`src/rtl/instr_fetch.sv`:
```
// Instruction fetch front end: PC, 1-cycle ROM, 2-entry buffer,
// branch redirect and HALT detection.
module fetch_buf #(
  parameter int W = 24
) (
  input  logic         clk,
  input  logic         reset,
  input  logic         clear,
  input  logic         push,
  input  logic [W-1:0] wdata,
  input  logic         pop,
  output logic [1:0]   count,
  output logic [W-1:0] head
);

  logic [W-1:0] mem [2];
  logic         head_q;
  logic [1:0]   count_q;
  logic         wr_idx;

  // Write slot is the one after the head; at count 2 it is the
  // head slot, which is only legal because it pops the same cycle.
  assign wr_idx = head_q ^ count_q[0];
  assign count  = count_q;
  assign head   = mem[head_q];

  always_ff @(posedge clk) begin
    if (reset || clear) begin
      head_q  <= 1'b0;
      count_q <= 2'd0;
    end else begin
      head_q  <= head_q ^ pop;
      count_q <= count_q + 2'(push) - 2'(pop);
    end
  end

  always_ff @(posedge clk) begin
    if (push && !reset && !clear) begin
      mem[wr_idx] <= wdata;
    end
  end

endmodule

module instr_fetch #(
  parameter int ADDR_W = 8,
  parameter int DATA_W = 16,
  parameter logic [ADDR_W-1:0] RESET_PC = '0,
  parameter logic [DATA_W-1:0] HALT_OP = {DATA_W{1'b1}}
) (
  input  logic              clk,
  input  logic              reset,
  output logic              imem_en,
  output logic [ADDR_W-1:0] imem_addr,
  input  logic [DATA_W-1:0] imem_rdata,
  output logic              out_valid,
  input  logic              out_ready,
  output logic [DATA_W-1:0] out_instr,
  output logic [ADDR_W-1:0] out_pc,
  input  logic              branch_valid,
  input  logic [ADDR_W-1:0] branch_target,
  output logic              halted
);

  localparam int EW = ADDR_W + DATA_W;

  typedef enum logic {
    RUN,
    HALT
  } state_t;

  state_t            state_q;
  state_t            state_d;
  logic [ADDR_W-1:0] pc_q;
  logic [ADDR_W-1:0] pc_d;
  logic [ADDR_W-1:0] ppc_q;
  logic              pend_q;
  logic [1:0]        count;
  logic [EW-1:0]     head;
  logic              valid;
  logic              pop;
  logic              halt_pop;
  logic              issue;
  logic              flush;
  logic              push;
  logic [2:0]        occ;

  fetch_buf #(
    .W(EW)
  ) u_buf (
    .clk   (clk),
    .reset (reset),
    .clear (flush),
    .push  (push),
    .wdata ({ppc_q, imem_rdata}),
    .pop   (pop),
    .count (count),
    .head  (head)
  );

  always_comb begin
    valid    = (count != 2'd0) && !reset;
    pop      = valid && out_ready;
    halt_pop = pop && (head[DATA_W-1:0] == HALT_OP);
    occ      = 3'(count) + 3'(pend_q) - 3'(pop);
  end

  // Branch outranks HALT; a HALT pop freezes the PC.
  always_comb begin
    state_d = state_q;
    pc_d    = pc_q;
    issue   = 1'b0;
    flush   = 1'b0;
    if (reset) begin
      state_d = RUN;
      pc_d    = RESET_PC;
    end else if (branch_valid) begin
      state_d = RUN;
      pc_d    = branch_target;
      flush   = 1'b1;
    end else begin
      unique case (state_q)
        RUN: begin
          if (halt_pop) begin
            state_d = HALT;
            flush   = 1'b1;
          end else begin
            issue = occ < 3'd2;
            if (issue) begin
              pc_d = pc_q + ADDR_W'(1);
            end
          end
        end
        HALT: begin
        end
        default: begin
        end
      endcase
    end
  end

  always_ff @(posedge clk) begin
    if (reset) begin
      state_q <= RUN;
      pc_q    <= RESET_PC;
      pend_q  <= 1'b0;
    end else begin
      state_q <= state_d;
      pc_q    <= pc_d;
      pend_q  <= issue;
    end
  end

  always_ff @(posedge clk) begin
    if (issue) begin
      ppc_q <= pc_q;
    end
  end

  assign push      = pend_q && !flush;
  assign imem_en   = issue;
  assign imem_addr = pc_q;
  assign out_valid = valid;
  assign out_instr = valid ? head[DATA_W-1:0] : '0;
  assign out_pc    = valid ? head[EW-1:DATA_W] : '0;
  assign halted    = (state_q == HALT) && !reset;

endmodule

```
`config.mk`:
```
export PLATFORM = sky130hd
export DESIGN_NAME = instr_fetch
export DESIGN_NICKNAME = d
export VERILOG_FILES = /design/src/rtl/instr_fetch.sv
export SDC_FILE = /design/constraint.sdc
export NUM_CORES = 1
export LEC_CHECK = 0
export ABC_AREA = 1
export BUFFER_PORTS_ARGS = -buffer_cell sky130_fd_sc_hd__buf_2
export CORE_ASPECT_RATIO = 1.2
export CORE_UTILIZATION = 40
export CTS_CLUSTER_DIAMETER = 100
export CTS_CLUSTER_SIZE = 30
export DETAILED_ROUTE_END_ITERATION = 10
export GPL_TIMING_DRIVEN = 0
export PLACE_DENSITY_LB_ADDON = 0.1
export SKIP_LAST_GASP = 1
export SLEW_MARGIN = 10
export SYNTH_ARGS = -nofsm -noshare
export SYNTH_HDL_FRONTEND = slang
export SYNTH_SLANG_ARGS = --single-unit
export TNS_END_PERCENT = 50
```
`constraint.sdc`:
```
create_clock -name clk -period 6.6 [get_ports clk]
set_input_delay 0.66 -clock clk [delete_from_list [all_inputs] [get_ports clk]]
set_output_delay 0.66 -clock clk [all_outputs]
set_load 0.05 [all_outputs]
```
## Yosys cells after proc, flatten, opt, wreduce, memory -nomap -nowiden

Memories as Yosys holds them, arrays and structs flattened. A register that Yosys moved wholly into a read port is not among the register bits.
Index checks and enable logic that the tools add are counted.
Widths: inputs -> output; s select.

| cells by class | value |
|---|---|
| add/subtract/negate cells | 5 |
| mux-type cells | 18 |
| reductions and logical operators | 14 |
| magnitude comparators | 1 |
| equality and inequality tests | 3 |
| bitwise gates (word level) | 2 |

Operators by type and width:

| kind | number |
|---|---|
| $mux 8 | 5 |
| $eq 16x16->1 const B | 1 |
| $mux 16 | 1 |
| $mux 1 | 12 |
| $add 8x1->8 const B | 1 |
| $logic_and 1x1->1 | 7 |
| $ne 2x2->1 const B | 2 |
| $reduce_bool 2->1 | 2 |
| $add 2x1->3 | 1 |
| $lt 3x2->1 const B | 1 |
| $reduce_and 3->1 | 1 |
| $sub 3x1->3 | 1 |
| $add 2x1->2 | 1 |
| $logic_not 1->1 | 2 |
| $reduce_or 2->1 | 1 |
| $sub 2x1->2 | 1 |
| $xor 1x1->1 | 2 |
| $logic_or 1x1->1 | 1 |

| word-level totals | value |
|---|---|
| input port bits | 28 |
| bits in writable memories | 48 |
| memories | 1 |
| register bits | 21 |
| output and inout bits | 35 |
| word-level logic and storage cells | 50 |

Memories:

| name | depth | width | rd ports | clocked after Yosys merged registers in | wr ports | line | RTL |
|---|---|---|---|---|---|---|---|
| u_buf.mem | 2 | 24 | 1 | 1 | 1 | 16 | `logic [W-1:0] mem [2];` |

## Longest topological paths before layout

Gate-level depths: netlist (run 1).

| depth | value |
|---|---|
| depth after elaboration | 14 |
| depth in mapped cells | 15 |
| mapped depth without buffers | 14 |

## Modules after synthesis

From an unflattened synthesis (run 1), not the netlist that was laid out.

| second synthesis, totals | value |
|---|---|
| cell total of the unflattened synthesis | 295 |
| area total of the unflattened synthesis | 3300.7 µm² |

Modules (own cells, without submodules):

| module | area each (µm²) | cells each | sequential area each (µm²) | times used |
|---|---|---|---|---|
| fetch_buf | 2004.4 | 100 | 1501.4 | 1 |
| instr_fetch | 1296.2 | 195 | 440.4 | 1 |

## Worst setup path before layout (run 1)

No wires, ideal clock.

| path | value |
|---|---|
| kind | input port to output port |
| start | in reset |
| end | out imem_en |
| data required time | 5.940 ns |
| path slack | 2.857 ns |
| cell stages on the path | 11 |
| path buffers | 0 |
| arrival time | 3.083 ns |
| cell sequence | inv_1 > nand3_1 > inv_1 > ha_1 > inv_1 > nand2_1 > fa_1 > nand2_1 > nor2_1 > nand3_4 > nor2_1 |

| on the way | value |
|---|---|
| word-level cells in the longest chain between the ends | 9 |
| elaborated cells on any way between the ends | 10 |
| classes of those cells | add/sub: 1; order compare: 1; mux: 4; reduce/logical: 4 |

RTL lines:

| what | line | RTL |
|---|---|---|
| start, declared | 52 | `input logic reset,` |
| $logic_not 1->1 | 102 | `valid = (count != 2'd0) && !reset;` |
| $logic_and 1x1->1 | 102 |  |
| $logic_and 1x1->1 | 103 | `pop = valid && out_ready;` |
| $sub 3x1->3 | 105 | `occ = 3'(count) + 3'(pend_q) - 3'(pop);` |
| $lt 3x2->1 | 128 | `issue = occ < 3'd2;` |
| $mux 1 | 124 | `if (halt_pop) begin` |
| $mux 1 | 122 | `unique case (state_q)` |
| $mux 1 | 117 | `end else if (branch_valid) begin` |
| $mux 1 (*) | 114 | `if (reset) begin` |
| end, declared | 53 | `output logic imem_en,` |

Mark *: on every way between the ends. The rest lies on a longest branch, timed or not.

## Worst setup path after layout (run 1)

| path | value |
|---|---|
| start | reg u_buf.count_q[1] (netlist: u_buf.count[1]) |
| end | out imem_en |

| on the way | value |
|---|---|
| word-level cells in the longest chain between the ends | 9 |
| elaborated cells on any way between the ends | 11 |
| classes of those cells | add/sub: 2; order compare: 1; mux: 4; reduce/logical: 4 |

RTL lines:

| what | line | RTL |
|---|---|---|
| start, declared | 18 | `logic [1:0] count_q;` |
| start signal, assigned | 33 | `count_q <= count_q + 2'(push) - 2'(pop);` |
| branches (longest 5 deep; another with $add 2x1->3) | n/a |  |
| $mux 1 (*) | 124 |  |
| $mux 1 (*) | 122 |  |
| $mux 1 (*) | 117 |  |
| $mux 1 (*) | 114 |  |

Every way passes the cells marked *.

==> flow_metrics.tcl, run 1 <==
set metrics [dict create \
    leakage_nw 1.66 \
    final_nets 427 \
    gp_congestion 0.772 \
    rows 34 \
    drt_iter0_drc 101 \
    setup_tns_ns 0 \
    io_pins 63 \
    worstSetupPathType "flip-flop to output pin" \
    n_fill_cell 707 \
    total_power_uw 896 \
    gr-total-overflow 0 \
    cts-root-buf "clkbuf_8" \
    synth_cell_types 27 \
    power.switching_uw 210 \
    antennaDiodeCount 0 \
    critPathRequiredTime_ns 5.94 \
    avgSynthCellArea_um2 9.72 \
    rrSetupSlack_ns 3.52 \
    timing.final.crit_period_ns 4.10 \
    pre_cts_ws_ns 2.51 \
    dieWidth_um 82.6 \
    areaGrowthSynthToFinish_pct 20.2 \
    hold_buffers 0 \
    clkTransAtPathRegs_ns 0.07 \
    grt_usage_pct 16.3 \
    switching_share_pct 23.4 \
    grt_pass1_wl_um 9690 \
    r2r_cells 12 \
    finalCritPeriodShare_pct 62.1 \
    maxCapViolations 0 \
    numCtsBuffers 9 \
    status "finished, final reports clean" \
    clock_latency_ns 0.33 \
    cp.buffers_inverters 4 \
    critical-path-top-delay-family "simple AND/OR/NAND/NOR gates" \
    timing.rr.start "u_buf.count[1]$_SDFF_PP0_" \
    drt-total-wl_um 6080 \
    antenna_found_initial 0 \
    slew_violations 0 \
    setup_viol 0 \
    postSynthCellCount 321 \
    intPower_uw 687 \
    synth-seq-cells 69 \
    via_per_inst 4.79 \
    final_antenna_net_count 0 \
    ir_drop_uv 117 \
    start_kind "flip-flop" \
    grt_pass1_vias 2157 \
    drive_gt1_share_pct 22.3 \
    holdPathEnd "u_buf.mem[0][20]$_DFFE_PP_" \
    clock.fmax_ghz 0.244 \
    path_cells "inv_1, nand2_1, nand3_1, inv_1, ha_1, inv_1, nand2_1, fa_1, nand2_1, nor2_1, nand3_4, nor2_1, buf_2" \
    grt_max_degree 25 \
    coreArea_um2 7400 \
    dp_hpwl_um 4370 \
    die-area_um2 8160 \
    combinationalPowerShare_pct 8.5 \
    arrival_ns 3.44 \
    worst_slack_ns 2.50 \
    drc 0 \
    post_cts_buffers 0 \
    max_slew_margin_pct 46.6 \
    syn-num-nets 354 \
    path_max_fanout 10 \
    htree_levels 3 \
    finalClockSkew_ns 0.00720 \
    seq_power_share_pct 54.7 \
    power_density_nw_per_um2 239 \
    hp-start "ppc_q[4]$_DFFE_PP_" \
    avgRoutedWirePerCell_um 12.4 \
    cts_num_sinks 69 \
    whs_path_depth 0 \
    cts_tree "yes" \
    dr_total_vias 2340 \
    pwr-share-clk_pct 36.7 \
    synth_area_um2 3120 \
    hold_path_class "flip-flop to flip-flop" \
    drtPass1Iterations 4 \
    startpoint "u_buf.count[1]$_SDFF_PP0_" \
    portBuffers 62 \
    slowest_stage "nor2_1" \
    r2r_end "ppc_q[4]$_DFFE_PP_" \
    final-hold-violation-count 0 \
    clk_path_buf_depth 2 \
    grt_setup_unrepaired "false" \
    worst_slew_pin_slew_ns 0.799 \
    dieHeight_um 98.8 \
    ys_warn_count 0 \
    initial_core_util_pct 42.2 \
    seq_area_frac_synth_pct 62.2 \
    cts_resized 0 \
    end_kind "output pin" \
    critPathMaxStageDelay_ns 0.64 \
]
## metal layers
metal	part of all wire (%)	GRT usage [%]
met5	0	0
met4	1.9	7.96
met3	4.0	3.89
met2	49	27.2
met1	45	19.3
## area by class of cell
cell class / count / area, um^2 / area share (%)
inverters: 27 / 106 / 2.84
clock inverters: 5 / 50.0 / 1.33
flip-flops and latches: 69 / 1940 / 51.8
well taps: 90 / 113 / 3.00
clock buffers: 11 / 141 / 3.77
repair buffers: 62 / 310 / 8.27
multi-input cells: 216 / 1020 / 27.2
plain buffers: 9 / 67.6 / 1.80
## worst max path at each step
stage,endpoint,depth (start not counted)
floorplan,imem_en,11
global placement,imem_en,13
detailed placement,imem_en,13
CTS,imem_en,13
global route,imem_en,13
finish,imem_en,13
## power groups by stage
stage | registers [mW] | clock network [mW] | logic, mW
after global placement | 0.500 | 0 | 0.0758
after floorplan | 0.510 | 0 | 0.0412
after global routing | 0.492 | 0.356 | 0.0849
after detailed placement | 0.500 | 0 | 0.0772
final | 0.490 | 0.329 | 0.0766
after CTS | 0.490 | 0.339 | 0.0775
## cells in the final DEF (no fill, tap or decap), drive strengths merged
cell and count:
fa 1, bufinv 1, xnor2 2, clkbuf 16
a21oi 24, edfxtp 56, xor2 1, inv 24
clkinvlp 1, nor2 24, buf 66, o21ai 5
o21bai 2, and2 1, clkinv 6, dfxtp 13
nand4 10, nand3 18, a21boi 1, nand2 123
ha 4
## worst register-to-register path: stages (launching register included)
cell,delay [ns]
dfxtp_1,0.36
inv_1,0.10
nand2_1,0.09
nand3_1,0.13
inv_1,0.15
ha_1,0.24
inv_1,0.07
nand2_1,0.06
fa_1,0.48
nand2_1,0.07
nor2_1,0.16
nand3_4,0.15
nor2_1,0.64
## logic make-up after synthesis
logic type               share of synthesized area [%]
flip-flops                                        62.2
AO/OA/AOI/OAI                                     5.37
buffers and inverters                             5.57
XOR/XNOR                                         0.842
AND/OR/NAND/NOR                                   23.7
adder cells (fa/ha/maj)                           2.25
## per-stage QoR
| step | util (%) | hold slack, ns | cell area [um^2] | cells |
|---|---|---|---|---|
| 6_report | 50.7 | 0.445 | 3750 | 489 |
| 3_5_place_dp | 48.1 | 0.431 | 3560 | 473 |
| 5_1_grt | 50.7 | 0.461 | 3750 | 489 |
| 4_1_cts | 50.7 | 0.442 | 3750 | 489 |
| 3_3_place_gp | 47.9 | 0.423 | 3540 | 473 |
| 2_1_floorplan | - | 0.421 | 3120 | 321 |
## Yosys cell counts, drive strengths merged
library cell | number | area, um^2
and2 | 1 | 6.26
nand3 | 18 | 103
nor2 | 24 | 100
o21ai | 5 | 25.0
nand4 | 10 | 62.6
a21boi | 1 | 7.51
xnor2 | 2 | 17.5
clkbuf | 5 | 18.8
inv | 24 | 90.1
xor2 | 1 | 8.76
a21oi | 24 | 120
buf | 4 | 48.8
clkinv | 3 | 16.3
ha | 4 | 50.1
nand2 | 123 | 469
edfxtp | 56 | 1680
fa | 1 | 20.0
dfxtp | 13 | 260
o21bai | 2 | 15.0
## flip-flops by register name (all words and copies together), names as in the netlist
name          flops
u_buf.mem        48
imem_addr         8
ppc_q             8
u_buf.count       2
pend_q            1
state_q           1
u_buf.head_q      1
Power figures use the tool's default switching activity.
==> inputs of run 2 (changes only) <==
ABC_AREA = 0   (was 1)
clock period = 3.3 ns   (was 6.6 ns; I/O delays follow)
==> flow_metrics.tcl, run 2 <==
set metrics [dict create \
    synth_area_um2 3020 \
    n_fill_cell 674 \
    postSynthCellCount 227 \
    die-area_um2 7900 \
    clock_latency_ns 0.33 \
    synth_cell_types 45 \
    r2r_cells 14 \
    synth-edff-count 56 \
    path_max_fanout 10 \
    timing.rr.start "u_buf.count[1]$_SDFF_PP0_" \
    grt_max_degree 25 \
    clkTransAtPathRegs_ns 0.07 \
    ys_warn_count 0 \
    numCtsBuffers 9 \
    end_kind "output pin" \
    setup_viol 0 \
    slew_violations 0 \
    critical-path-top-delay-family "simple AND/OR/NAND/NOR gates" \
    hold_path_class "input pin to flip-flop" \
    synth_largest_area_cell "edfxtp_1" \
    antenna_found_initial 0 \
    critPathRequiredTime_ns 2.97 \
    portBuffers 62 \
    rrSetupSlack_ns 0.35 \
    finish.utilization_pct 51.2 \
    grt_usage_pct 16.8 \
    worst_slew_pin_slew_ns 1.10 \
    antennaDiodeCount 0 \
    dp_hpwl_um 4220 \
    timing.final.crit_period_ns 3.09 \
    critPathMaxStageDelay_ns 0.37 \
    start_kind "flip-flop" \
    largest_register "u_buf.mem" \
    dieHeight_um 97.2 \
    avgRoutedWirePerCell_um 14.9 \
    holdPathEnd "u_buf.mem[0][9]$_DFFE_PP_" \
    grt_setup_unrepaired "false" \
    drt_iter0_drc 82 \
    synthFlopType "edfxtp_1" \
    io_pins 63 \
    drt-total-wl_um 5930 \
    hp-start "imem_rdata[9]" \
    areaGrowthSynthToFinish_pct 23.3 \
    cts-root-buf "clkbuf_8" \
    final_area_um2 3720 \
    cp.buffers_inverters 4 \
    dieWidth_um 81.3 \
    finalClockSkew_ns 0.00863 \
    ir_drop_uv 198 \
    synthTopCellsByCount "edfxtp_1 (56), nor2_1 (35), mux2i_1 (20)" \
    worstSetupPathType "flip-flop to output pin" \
    final_antenna_net_count 0 \
    placed_cell_area_um2 3480 \
    total_power_mw 1.84 \
    maxCapViolations 0 \
    drtPass1Iterations 4 \
    final_nets 337 \
    cts_num_sinks 69 \
    grt_pass1_wl_um 9720 \
    power_density_nw_per_um2 494 \
    dr_total_vias 1991 \
    final_cell_mix "buf_2 (61), edfxtp_1 (56), nor2_1 (35)" \
    final-hold-violation-count 0 \
    slowest_stage "fa_1" \
    max_slew_margin_pct 26.7 \
    yosysTopAreaCellShare_pct 55.7 \
    synth-seq-cells 69 \
    gr-total-overflow 0 \
    final_common_cell "buf_2" \
    clock.fmax_ghz 0.324 \
    rows 34 \
    seq_area_frac_synth_pct 64.3 \
    htree_levels 3 \
    via_per_inst 4.99 \
    r2r_end "imem_addr[4]$_SDFFE_PP0P_" \
    status "finished, final reports clean" \
    fin_hold_ws_ns 0.186 \
    largest_reg_flops 48 \
    gp_congestion 0.782 \
    whs_path_depth 1 \
    finalCritPeriodShare_pct 93.7 \
    drive_gt1_share_pct 33.0 \
    grt_pass1_vias 1980 \
    synth.area.top_cells "edfxtp_1 (56%), dfxtp_1 (8.6%), mux2i_1 (6.6%)" \
    drc 0 \
    pre_cts_ws_ns -0.129 \
    syn-num-nets 260 \
    yosysMostFrequentCell "edfxtp_1" \
    arrival_ns 2.76 \
    cts_tree "yes" \
    path_cells "o21bai_4, inv_2, and2_4, ha_1, inv_1, nand2_1, fa_1, xnor2_1, and2_1, clkbuf_4, nand2_2, nor3_4, buf_6" \
    coreArea_um2 7270 \
    initial_core_util_pct 41.5 \
    avgSynthCellArea_um2 13.3 \
    worst_slack_ns 0.209 \
    leakage_nw 1.41 \
    async_reset_ff_share_pct 0 \
    clk_path_buf_depth 2 \
]
==> run 2: area by class of cell <==
type	instances	area (um^2)	area share [%]
Clock inverter	4	45.0	1.21
Inverter	13	48.8	1.31
Timing Repair Buffer	66	354	9.52
Tap cell	90	113	3.03
Multi-Input combinational cell	134	992	26.7
Clock buffer	12	165	4.44
Sequential cell	69	1940	52.2
Buffer	11	60.1	1.61
==> run 2: through the flow <==
stage	instances	TNS (ns)
6_report	399	0
4_1_cts	399	0
3_5_place_dp	380	-0.129
3_3_place_gp	379	-8.00
5_1_grt	399	0
2_1_floorplan	227	0
==> run 2: how the worst max path moves through the flow <==
stage / start / endpoint / slack, ns / cells past startpoint
after CTS: u_buf.count[1]$_SDFF_PP0_ / imem_en / 0.02 / 13
after detailed placement: reset / imem_en / -0.13 / 14
after global placement: reset / u_buf.mem[1][14]$_DFFE_PP_ / -0.33 / 8
after floorplan: u_buf.count[1]$_SDFF_PP0_ / ppc_q[0]$_DFFE_PP_ / 0.17 / 12
final: u_buf.count[1]$_SDFF_PP0_ / imem_en / 0.21 / 13
after global routing: u_buf.count[1]$_SDFF_PP0_ / imem_en / 0.02 / 13
==> run 2: repair_timing <==
action / 4_1_cts / 5_1_grt
resized for setup: 2 / 2
hold endpoints to repair: 0 / 0
setup endpoints to repair: 1 / 1
hold buffers: 0 / 0
setup buffers: 3 / 0
pin swaps: 2 / 1
gates cloned: 0 / 0
==> run 2: cell families (layout without fill, tap and decap cells) <==
kind of cell               Yosys count  count (layout)  synth area share (%)
and+or+nand+nor                     74              74                  12.5
AOI/OAI and AO/OA                   31              31                  9.49
muxes                               20              20                  6.63
adders and majority gates            5               5                  2.32
buffers and inverters               24             106                  3.52
DFF                                 69              69                  64.3
xor gates and xnor gates             4               4                  1.16
==> run 2: power by group <==
part	switching, mW	internal (mW)	total [mW]
logic	0.106	0.0533	0.160
registers	0.0168	0.966	0.982
clock network	0.289	0.407	0.696
==> run 2: per-layer routing <==
metal,part of all wire (%),vias up,GRT usage [%]
li1,-,991,-
met1,43,936,20.3
met2,50,59,27.4
met3,5.6,5,5.63
met4,1.0,0,5.77
met5,0,-,0
==> run 2: worst reg2reg max path: stages, from the launching register on <==
cell and delay, ns:
dfxtp_2 0.36, o21bai_4 0.16, inv_2 0.04, and2_4 0.16, ha_1 0.26, inv_1 0.07, nand2_1 0.06, fa_1 0.37
xnor2_1 0.12, and2_1 0.13, clkbuf_4 0.19, nand2_1 0.08, nor4b_2 0.40, a211oi_1 0.15, a2111oi_2 0.28
==> inputs of run 3 (changes only) <==
--- a/config.mk
+++ b/config.mk
@@ -15,3 +15,3 @@
 export GPL_TIMING_DRIVEN = 0
-export PLACE_DENSITY_LB_ADDON = 0.1
+export PLACE_DENSITY_LB_ADDON = 0.12
 export SKIP_LAST_GASP = 1
==> constraint.sdc (replaced) <==
create_clock -name clk -period 3.3 [get_ports clk]
set_input_delay 0.66 -clock clk [delete_from_list [all_inputs] [get_ports clk]]
set_output_delay 0.66 -clock clk [all_outputs]
set_load 0.05 [all_outputs]
==> flow_metrics.tcl, run 3 (same netlist as run 2, synthesis figures left out) <==
set metrics [dict create \
    grt_pass1_wl_um 9540 \
    slowest_stage "fa_2" \
    finalClockSkew_ns 0.00798 \
    rows 34 \
    dieWidth_um 81.3 \
    grt_max_degree 25 \
    via_per_inst 5.04 \
    rrSetupSlack_ns 0.31 \
    path_cells "buf_12, o21bai_4, inv_4, and2_4, ha_4, inv_4, nand2_2, fa_2, xnor2_2, and2_4, nand2_4, nor3_4, buf_6" \
    cts_num_sinks 69 \
    io_pins 63 \
    clock.fmax_ghz 0.308 \
    die-area_um2 7900 \
    cts_tree "yes" \
    final_common_cell "buf_2" \
    drt-total-wl_um 5960 \
    finalCritPeriodShare_pct 98.5 \
    drtPass1Iterations 4 \
    holdPathEnd "u_buf.mem[0][18]$_DFFE_PP_" \
    placed_cell_area_um2 3520 \
    pre_cts_ws_ns -0.603 \
    ir_drop_uv 261 \
    dieHeight_um 97.2 \
    avgRoutedWirePerCell_um 14.7 \
    worstSetupPathType "input pin to output pin" \
    timing.rr.start "u_buf.count[1]$_SDFF_PP0_" \
    gp_congestion 0.803 \
    end_kind "output pin" \
    setup_viol 0 \
    antenna_found_initial 0 \
    leakage_nw 1.43 \
    path_max_fanout 4 \
    gr-total-overflow 0 \
    r2r_cells 15 \
    dp_hpwl_um 4120 \
    final-hold-violation-count 0 \
    arrival_ns 2.59 \
    drc 0 \
    dr_total_vias 2042 \
    drive_gt1_share_pct 36.2 \
    areaGrowthSynthToFinish_pct 26.6 \
    antennaDiodeCount 0 \
    clock_latency_ns 0.34 \
    portBuffers 62 \
    final_antenna_net_count 0 \
    maxCapViolations 0 \
    cts-root-buf "clkbuf_8" \
    clkTransAtPathRegs_ns 0.07 \
    numCtsBuffers 9 \
    critPathRequiredTime_ns 2.64 \
    whs_path_depth 0 \
    grt_setup_unrepaired "true" \
    largest_register "u_buf.mem" \
    grt_pass1_vias 1949 \
    clk_path_buf_depth 2 \
    timing.final.crit_period_ns 3.25 \
    worst_slew_pin_slew_ns 1.14 \
    final_cell_mix "buf_2 (60), edfxtp_1 (56), nor2_1 (35)" \
    htree_levels 3 \
    critPathMaxStageDelay_ns 0.35 \
    initial_core_util_pct 41.5 \
    drt_iter0_drc 69 \
    slew_violations 0 \
    start_kind "input pin" \
    setup_tns_ns 0 \
    max_slew_margin_pct 24.0 \
    hold_buffers 0 \
    coreArea_um2 7270 \
    power_density_nw_per_um2 479 \
    final_nets 343 \
    grt_usage_pct 16.6 \
    hp-start "ppc_q[2]$_DFFE_PP_" \
    final_area_um2 3820 \
    status "finished, final reports clean" \
    largest_reg_flops 48 \
    hold_path_class "flip-flop to flip-flop" \
    r2r_end "imem_addr[4]$_SDFFE_PP0P_" \
    worst_slack_ns 0.0496 \
]
==> run 3: stage by stage <==
step,utilization (%),cells,power (mW),hold WS (ns)
2_1_floorplan,-,227,1.11,0.421
3_3_place_gp,48.0,379,1.16,0.423
3_5_place_dp,48.5,380,1.16,0.431
4_1_cts,51.5,399,1.84,0.446
5_1_grt,52.5,405,1.90,0.450
6_report,52.5,405,1.83,0.449
==> run 3: layout make-up <==
cell class | instances | area [um^2]
clock inverter | 7 | 75.1
fill | 645 | 3450
clock buffer | 9 | 124
sequential | 69 | 1940
multi-input combinational | 134 | 1020
tap | 90 | 113
timing repair buffer | 73 | 434
buffer | 10 | 52.6
inverter | 13 | 53.8
==> run 3: critical path: cells and delay by family <==
family	cells	cell delay [ns]
xor gates and xnor gates	1	0.15
AOI/OAI and AO/OA	1	0.17
and+or+nand+nor	5	0.65
adders and majority gates	2	0.55
buffers and inverters	4	0.39
==> run 3: repair_timing <==
| item | CTS | global route |
|---|---|---|
| pin swaps | 1 | 7 |
| resized for setup | 2 | 8 |
| endpoints found under the setup margin | 1 | 1 |
| cloned | 0 | 0 |
| buffers inserted | 4 | 6 |
==> run 3: worst max-delay path by stage <==
stage / from / to / slack, ns / cells after the start
floorplan: reset / imem_en / -0.30 / 11
global placement: reset / u_buf.mem[1][19]$_DFFE_PP_ / -0.63 / 8
detailed placement: reset / imem_en / -0.60 / 13
CTS: reset / imem_en / 0.003 / 12
global route: reset / imem_en / -0.06 / 13
finish: reset / imem_en / 0.05 / 13
==> run 3: per-layer routing <==
layer  part of all wire [%]  wire length [um]  up-vias  track usage [%]
met2                     50              3000       42             27.4
met5                      0                 0        -                0
met1                     44              2630      978             19.7
met3                    3.8               226        9             4.79
li1                       -                 -     1013                -
met4                    1.7               100        0             6.87
==> run 3: where the power goes <==
group | switching [mW] | internal [mW]
combinational | 0.109 | 0.0626
sequential | 0.0179 | 0.965
clock | 0.324 | 0.351
